`config.mk`:
```
export PLATFORM = sky130hd
export DESIGN_NAME = dmem_ctrl_flat
export DESIGN_NICKNAME = d
export VERILOG_FILES = /design/src/rtl/dmem_ctrl_if.sv /design/src/rtl/dmem_ctrl.sv /design/src/flat_wrapper.sv
export SDC_FILE = /design/constraint.sdc
export NUM_CORES = 2
export LEC_CHECK = 0
export CAP_MARGIN = 25
export CORE_ASPECT_RATIO = 2
export CORE_UTILIZATION = 40
export DETAILED_ROUTE_END_ITERATION = 12
export HOLD_SLACK_MARGIN = 0.02
export SYNTH_ARGS = -nofsm -noshare
export SYNTH_HDL_FRONTEND = slang
export SYNTH_SLANG_ARGS = --single-unit
```
`constraint.sdc`:
```
create_clock -name clk -period 6.46 [get_ports clk]
set_input_delay 1.292 -clock clk [delete_from_list [all_inputs] [get_ports clk]]
set_output_delay 1.292 -clock clk [all_outputs]
set_load 0.05 [all_outputs]
```
`src/rtl/dmem_ctrl_if.sv`:
```
// Request/response bundle for the handshaked data memory.
// The master drives the request, and the slave (dmem_ctrl) drives ready and the response.
interface dmem_ctrl_if;
   logic        req;
   logic        ready;
   logic        we;
   logic [1:0]  size;
   logic        uns;
   logic [31:0] addr;
   logic [31:0] wdata;
   logic        done;
   logic [31:0] rdata;
   logic        err;

   modport master (
      output req, we, size, uns, addr, wdata,
      input  ready, done, rdata, err
   );

   modport slave (
      input  req, we, size, uns, addr, wdata,
      output ready, done, rdata, err
   );
endinterface

```
`src/rtl/dmem_ctrl.sv`:
```
// Handshaked byte/half/word data memory with configurable wait states and error reporting.
// Define DMEM_MISALIGN_TRAP_EN to flag misaligned half/word accesses as errors.
module dmem_ctrl #(
   parameter int unsigned DEPTH       = 64,
   parameter int unsigned WAIT_CYCLES = 1
) (
   input  logic        clk,
   input  logic        reset_n,
   dmem_ctrl_if.slave  bus
);

   localparam int unsigned AW       = $clog2(DEPTH);
   localparam logic [3:0]  CNT_INIT = (WAIT_CYCLES > 0) ? 4'(WAIT_CYCLES - 1) : 4'd0;

   typedef enum logic [1:0] {StIdle, StWait, StResp} state_e;

   state_e      r_state, w_state_next;
   logic [3:0]  r_cnt;
   logic        r_we, r_uns;
   logic [1:0]  r_size;
   logic [31:0] r_addr, r_wdata;
   logic        r_done, r_err;
   logic [31:0] r_rdata;
   logic [31:0] r_mem [DEPTH];

   logic        w_accept, w_commit;
   logic        w_we, w_uns, w_err, w_oob, w_mis;
   logic [1:0]  w_size;
   logic [31:0] w_addr, w_wdata;
   logic [AW-1:0] w_idx;
   logic [4:0]  w_bsh, w_hsh;
   logic [31:0] w_old, w_mask, w_wdat, w_new, w_load;
   logic [7:0]  w_byte;
   logic [15:0] w_half;

   always_comb begin
      w_state_next = r_state;
      w_accept     = 1'b0;
      w_commit     = 1'b0;
      unique case (r_state)
         StIdle: begin
            if (bus.req) begin
               w_accept = 1'b1;
               if (WAIT_CYCLES == 0) begin
                  w_state_next = StResp;
                  w_commit     = 1'b1;
               end else begin
                  w_state_next = StWait;
               end
            end
         end
         StWait: begin
            if (r_cnt == 4'd0) begin
               w_state_next = StResp;
               w_commit     = 1'b1;
            end
         end
         StResp:  w_state_next = StIdle;
         default: w_state_next = StIdle;
      endcase
   end

   // With no wait states the commit happens on the accept edge, so use the live request.
   always_comb begin
      if (r_state == StIdle) begin
         w_we    = bus.we;
         w_size  = bus.size;
         w_uns   = bus.uns;
         w_addr  = bus.addr;
         w_wdata = bus.wdata;
      end else begin
         w_we    = r_we;
         w_size  = r_size;
         w_uns   = r_uns;
         w_addr  = r_addr;
         w_wdata = r_wdata;
      end
   end

   assign w_idx = w_addr[AW+1:2];
   assign w_oob = |w_addr[31:AW+2];
`ifdef DMEM_MISALIGN_TRAP_EN
   assign w_mis = ((w_size == 2'b01) && w_addr[0]) || ((w_size == 2'b10) && (w_addr[1:0] != 2'b00));
`else
   assign w_mis = 1'b0;
`endif
   assign w_err = w_oob || (w_size == 2'b11) || w_mis;

   assign w_bsh  = {w_addr[1:0], 3'b000};
   assign w_hsh  = {w_addr[1], 4'b0000};
   assign w_old  = r_mem[w_idx];
   assign w_byte = 8'(w_old >> w_bsh);
   assign w_half = 16'(w_old >> w_hsh);

   always_comb begin
      w_mask = 32'h0;
      w_wdat = 32'h0;
      w_load = 32'h0;
      unique case (w_size)
         2'b00: begin
            w_mask = 32'h0000_00FF << w_bsh;
            w_wdat = {24'h0, w_wdata[7:0]} << w_bsh;
            w_load = w_uns ? {24'h0, w_byte} : {{24{w_byte[7]}}, w_byte};
         end
         2'b01: begin
            w_mask = 32'h0000_FFFF << w_hsh;
            w_wdat = {16'h0, w_wdata[15:0]} << w_hsh;
            w_load = w_uns ? {16'h0, w_half} : {{16{w_half[15]}}, w_half};
         end
         2'b10: begin
            w_mask = 32'hFFFF_FFFF;
            w_wdat = w_wdata;
            w_load = w_old;
         end
         default: ;
      endcase
   end

   assign w_new = (w_old & ~w_mask) | (w_wdat & w_mask);

   always_ff @(posedge clk) begin
      if (w_commit && w_we && !w_err) begin
         r_mem[w_idx] <= w_new;
      end
   end

   always_ff @(posedge clk or negedge reset_n) begin
      if (!reset_n) begin
         r_state <= StIdle;
         r_cnt   <= 4'd0;
         r_we    <= 1'b0;
         r_size  <= 2'b00;
         r_uns   <= 1'b0;
         r_addr  <= 32'h0;
         r_wdata <= 32'h0;
         r_done  <= 1'b0;
         r_rdata <= 32'h0;
         r_err   <= 1'b0;
      end else begin
         r_state <= w_state_next;
         r_done  <= w_commit;
         if (w_accept) begin
            r_we    <= bus.we;
            r_size  <= bus.size;
            r_uns   <= bus.uns;
            r_addr  <= bus.addr;
            r_wdata <= bus.wdata;
            r_cnt   <= CNT_INIT;
         end else if ((r_state == StWait) && (r_cnt != 4'd0)) begin
            r_cnt <= r_cnt - 4'd1;
         end
         if (w_commit) begin
            r_err   <= w_err;
            r_rdata <= w_err ? 32'h0 : w_load;
         end
      end
   end

   assign bus.ready = (r_state == StIdle);
   assign bus.done  = r_done;
   assign bus.rdata = r_rdata;
   assign bus.err   = r_err;

endmodule

```
`src/flat_wrapper.sv`:
```
// flat-port wrapper written by rule: the top's interface ports become plain ports
module dmem_ctrl_flat 
#(
   parameter int unsigned DEPTH       = 64,
   parameter int unsigned WAIT_CYCLES = 1
)
  (clk, reset_n, bus_req, bus_we, bus_size, bus_uns, bus_addr, bus_wdata, bus_ready, bus_done, bus_rdata, bus_err);
  dmem_ctrl_if bus_i ();
  input  logic clk;
  input  logic reset_n;
  input wire logic [$bits(bus_i.req)-1:0] bus_req;
  input wire logic [$bits(bus_i.we)-1:0] bus_we;
  input wire logic [$bits(bus_i.size)-1:0] bus_size;
  input wire logic [$bits(bus_i.uns)-1:0] bus_uns;
  input wire logic [$bits(bus_i.addr)-1:0] bus_addr;
  input wire logic [$bits(bus_i.wdata)-1:0] bus_wdata;
  output wire logic [$bits(bus_i.ready)-1:0] bus_ready;
  output wire logic [$bits(bus_i.done)-1:0] bus_done;
  output wire logic [$bits(bus_i.rdata)-1:0] bus_rdata;
  output wire logic [$bits(bus_i.err)-1:0] bus_err;
  assign bus_i.req = bus_req;
  assign bus_i.we = bus_we;
  assign bus_i.size = bus_size;
  assign bus_i.uns = bus_uns;
  assign bus_i.addr = bus_addr;
  assign bus_i.wdata = bus_wdata;
  assign bus_ready = bus_i.ready;
  assign bus_done = bus_i.done;
  assign bus_rdata = bus_i.rdata;
  assign bus_err = bus_i.err;
  dmem_ctrl #(.DEPTH(DEPTH), .WAIT_CYCLES(WAIT_CYCLES)) u_core (.clk(clk), .reset_n(reset_n), .bus(bus_i));
endmodule
```
Word level (Yosys, flattened, before mapping)
Memories as Yosys holds them, arrays and structs flattened. Index checks and enable logic that the tools add are counted.

Output and inout bits: 35. Bits in latches: 0. Logic and storage cells: 62. Memory bits (read-only): 0. Flip-flop bits (word level): 108. Input port bits: 71. Memories: 1. RAM bits: 2048.

Memories: u_core.r_mem (depth 64, width 32, rd ports 1, clocked after Yosys merged registers in 0, wr ports 1, line dmem_ctrl.sv:24) `logic [31:0] r_mem [DEPTH];`.

Mux-type cells: 22. $mul: 0. Shifts and indexed selects: 6. $lt $le $gt $ge: 0. Divide/modulo/power cells: 0. Equal/unequal tests: 6. Add/subtract/negate cells: 1. Reductions and logical operators: 12. Bitwise gates (word level): 4.

Operators with widths (count): $pmux 32 s3 (3); $mux 32 (5); $and 32x32->32 (2); $not 32->32 (1); $or 32x32->32 (1); $shl 16x5->32 (1); $shl 16x5->32 const A (1); $shl 8x5->32 (1); $shl 8x5->32 const A (1); $shr 32x5->16 (1); $shr 32x5->8 (1); $reduce_or 24->1 (1); $mux 1 (8); $mux 4 (2); $mux 2 (3); $eq 2x1->1 const B (2); $eq 2x2->1 const B (2); $logic_not 2->1 (2); $logic_not 4->1 (1); $pmux 2 s2 (1); $reduce_bool 4->1 (1); $sub 4x1->4 const B (1); $logic_and 1x1->1 (3); $ne 2x1->1 const B (1); 5 further kinds (5).

Logic depth before layout (Yosys ltp)
Word-level depth: 8. Depth in mapped cells: 19.

Least setup slack after synthesis
OpenSTA, ideal clock, no wires.

Path type: input -> register. From: in bus_addr[4]. To: mem u_core.r_mem[0][17] (data pin). Slack: -399 ps. Required time: 5758 ps. Cell stages on the path: 13. Data arrival time: 6157 ps. Path buffers: 5. Library setup time: 702 ps. Cell sequence: buf_2 or3b_4 nand2_4 buf_6 buf_6 buf_8 buf_6 nand2_1 a32o_1 o31ai_1 o221ai_1 or4_4 o21ai_0.

Cells in the longest elaborated chain, start to end: 4.

RTL lines: start: declaration (line flat_wrapper.sv:15) `input wire logic [$bits(bus_i.addr)-1:0] bus_addr;`; $mux 32 (line dmem_ctrl.sv:65) `if (r_state == StIdle) begin`; $mem_v2 64x32; $and 32x32->32 (line dmem_ctrl.sv:119) `assign w_new = (w_old & ~w_mask) | (w_wdat & w_mask);`; $or 32x32->32 (line dmem_ctrl.sv:119); named net u_core.w_new[17] (line dmem_ctrl.sv:32) `logic [31:0] w_old, w_mask, w_wdat, w_new, w_load;`; end: declaration (line dmem_ctrl.sv:24).

The timed path passes the listed nets, and every way through them passes these cells.

Worst setup path after layout
From: in bus_addr[3]. To: mem u_core.r_mem[52][26] (data pin).

The elaborated chain is that of the path after synthesis.

==> flow_summary.toml <==
[outcome]
status = "finished with violations"
violations = "DRC"

[floorplanning]
initial_core_util = 0.403
core_um2 = 207000
rows = 236
dieArea_um2 = 210000
die_width_um = 325
num_io_pins = 106
fp.dieH_um = 648

[clock_tree]
clk_latency_ps = 860
hold_buffers = 0
clkSinkCount = 2156
cts_tree = "done"
cts_buffers = 184
cts_resized = 0
post_cts_buffers = 0
htree_num_levels = 4
clock_path_buffers = 4
path_clk_slew_ps = 70
cts_root_buf = "clkbuf_16"

[timing]
fin_tns_setup_ps = 0
worstMarginPinSlew_ps = 1190
max_freq_mhz = 161
maxSlewViolCount = 0
worst_slew_margin_rel = 0.208
fin_ws_ps = 242
rsz0062_at_grt = "no"
clock_skew_ps = 35.1
post-route-period-util = 0.963
min_period_ps = 6220
setup_violations = 0
finalHoldViolations = 0

[global_route]
grt-ovfl-total = 0
busiest_layer = "met2"
first_global_vias = 56500
grtUsageMet2 = 0.566
antenna_found_initial = 34
grt_pass1_wl_mm = 499
grt_max_degree = 74
use_met1 = 0.386
grt_util_all_layers = 0.353
grt.met3_usage = 0.0768

[yosys]
syn_inst = 5548
ys_ff_latch = 2156
yosys_warnings = 0
synth-edff-count = 2048
seq_area_frac_synth = 0.770
async_flop_share = 0.0501
synth_nets = 5620
synth_ff_type = "edfxtp_1"
synth_cell_types = 97
avgSynthCellArea_um2 = 15.0
syn_area_um2 = 83400

[pwr]
leakagePower_nw = 32.8
p_sw_frac = 0.348
p_comb_frac = 0.306
p_int_mw = 27.7
p_sw_mw = 14.8
seq_power_share = 0.425
pwr-share-clk = 0.268
total_power_mw = 42.5
power_density_nw_per_um2 = 426
ir_drop_v = 0.000324

[placement]
gp_congestion = 0.990
port_buffers = 105
pre_cts_slack_ps = -119
dp_cells = 8631
dpl.hpwl_mm = 237

[worst_setup_path]
critPathRequiredTime_ps = 7080
crit_type = "primary input to register"
path_max_fanout = 40
worstSetupEndpointType = "register"
critPathLaunchType = "primary input"
arrival_ps = 6830

[layout]
area_delta_synth_final_pct = 19.6
drive_above_1_share = 0.171
finalCoreUtilization = 0.483
fin_nets = 6154
fin_cells = 8987

[run]
cap_violations = 0

[routing]
drt-total-wl_mm = 378
drt_first_pass_iters = 10
antenna_left = 0
drt_iter0_markers = 10900
post_drt_wl_per_cell_um = 42.1
via_per_inst = 6.72
drc = 3
vias = 60400

[min_path]
hold_class = "primary input to asynchronous set/reset pin"
area by class of cell:
type | instances | area, um^2
diodes | 29 | 72.6
clock buffers | 228 | 4840
clock inverters | 97 | 1090
fillers | 17600 | 107000
inverters | 11 | 41.3
multi-input cells | 3014 | 18500
flip-flops and latches | 2156 | 64200
well taps | 2737 | 3420
repair buffers | 715 | 7580
path summary, 6_finish.rpt:
check,to,slack [ps],startpoint,depth (start not counted)
max,u_core.r_mem[52][26],240,bus_addr[3],17
min,u_core.r_addr[11],470,reset_n,1
max reg2reg,u_core.r_mem[55][27],410,u_core.r_state[1],17
min reg2reg,u_core.r_wdata[1],470,u_core.r_wdata[1],2
max in group asynchronous,u_core.bus.rdata[14],4720,reset_n,2
min in group clk,u_core.r_wdata[1],470,u_core.r_wdata[1],2
power groups by stage:
stage               Sequential [mW]  Clock (mW)  Combinational, mW
global route                   18.1        11.8               12.9
floorplan                      18.7           0               4.38
global placement               18.4           0               12.1
CTS                            18.1        11.4               12.3
finish                         18.1        11.4               13.0
detailed placement             18.4           0               12.3
cell usage after synthesis (8+ instances only):
| master | n | area (um^2) |
|---|---|---|
| edfxtp_1 | 2048 | 61500 |
| nand2_1 | 804 | 3020 |
| o22ai_1 | 466 | 2920 |
| nor2_1 | 261 | 980 |
| o21ai_0 | 211 | 1060 |
| nand3_1 | 163 | 816 |
| a21oi_1 | 151 | 756 |
| buf_2 | 147 | 736 |
| clkbuf_1 | 130 | 488 |
| mux2i_1 | 113 | 1130 |
| dfrtp_1 | 108 | 2700 |
| o221ai_1 | 96 | 841 |
| a31oi_1 | 95 | 594 |
| nor3_1 | 72 | 360 |
| a32oi_1 | 71 | 622 |
| o22a_1 | 68 | 596 |
| buf_4 | 41 | 308 |
| o211ai_1 | 31 | 233 |
| nor4_1 | 30 | 188 |
| buf_1 | 26 | 97.6 |
| a22oi_1 | 24 | 180 |
| nand4_1 | 23 | 144 |
| and2_1 | 22 | 138 |
| buf_6 | 22 | 248 |
| o31ai_1 | 18 | 135 |
| or3_1 | 18 | 113 |
| a222oi_1 | 17 | 170 |
| a32o_1 | 15 | 150 |
| a221oi_1 | 14 | 123 |
| a211oi_1 | 12 | 90.1 |
| o21a_1 | 12 | 90.1 |
| o32ai_1 | 12 | 105 |
| nand2b_1 | 11 | 68.8 |
| inv_1 | 10 | 37.5 |
| nor2b_1 | 10 | 62.6 |
| o21ai_1 | 10 | 50.1 |
| and3_1 | 9 | 56.3 |
| o2111ai_1 | 9 | 78.8 |
| a2111oi_0 | 8 | 70.1 |
| or4_1 | 8 | 60.1 |
cells in the final DEF, fill, tap and decap left out, types with 12 or more instances in the layout:
master	count
buf_4	451
buf_12	157
clkbuf_16	187
diode_2	29
a221oi_1	14
nor3_1	71
a211oi_1	12
a32oi_1	71
o22ai_1	465
nand3_1	162
nand4_1	23
clkinv_2	25
o22a_1	67
a22oi_1	23
a21oi_4	13
edfxtp_1	2048
mux2i_1	110
bufinv_16	23
a21oi_1	139
clkinv_1	29
o21ai_0	196
o221ai_1	88
nor4_1	27
a31oi_1	92
nor2_4	67
or3_1	18
nor2_1	193
and2_1	21
dfrtp_1	108
clkdlybuf4s50_1	104
a222oi_1	17
o31ai_1	15
nand2_1	797
o32ai_1	12
clkbuf_1	40
o211ai_1	31
o21ai_4	14
a32o_1	15
sequential cells by signal (all words and copies together), names as in the netlist:
signal and count:
u_core.r_mem 2048, u_core.bus.rdata 32, u_core.r_addr 32, u_core.r_wdata 32
u_core.r_cnt 4, u_core.r_size 2, u_core.r_state 2, u_core.bus.done 1
u_core.bus.err 1, u_core.r_uns 1, u_core.r_we 1
through the flow:
step | cell area [um^2] | hold slack, ps
CTS | 99600 | 478
global placement | 93700 | 458
floorplan | 83400 | 445
finish | 99700 | 473
detailed placement | 93700 | 463
global route | 99700 | 498
cell families after synthesis:
group                      count (synthesis)  share of synthesized area
AOI/OAI and AO/OA                       1408                      0.114
and+or+nand+nor                         1481                     0.0775
xor gates and xnor gates                   2                   0.000210
muxes                                    122                     0.0150
DFF                                     2156                      0.770
adders and majority gates                  1                   0.000150
buffers and inverters                    378                     0.0232
worst max-delay path: stages:
cell             delay [ps]
clkdlybuf4s50_1         750
nor2b_1                 340
a22oi_2                 240
buf_12                  170
buf_12                  250
nor2_1                   80
nor3_1                  600
nand3_1                 780
buf_12                  380
a222oi_1                380
buf_4                   260
nand4_1                 160
buf_4                   210
nor2_1                   80
nor3_1                   90
a21oi_4                 240
buf_12                  300
per-layer routing:
metal	routed length [um]	vias to the layer above
met3	44500	1574
li1	-	23000
met4	45100	14
met2	174000	5546
met5	92	-
met1	114000	30200
No activity file was read; power rests on OpenSTA's default activity.
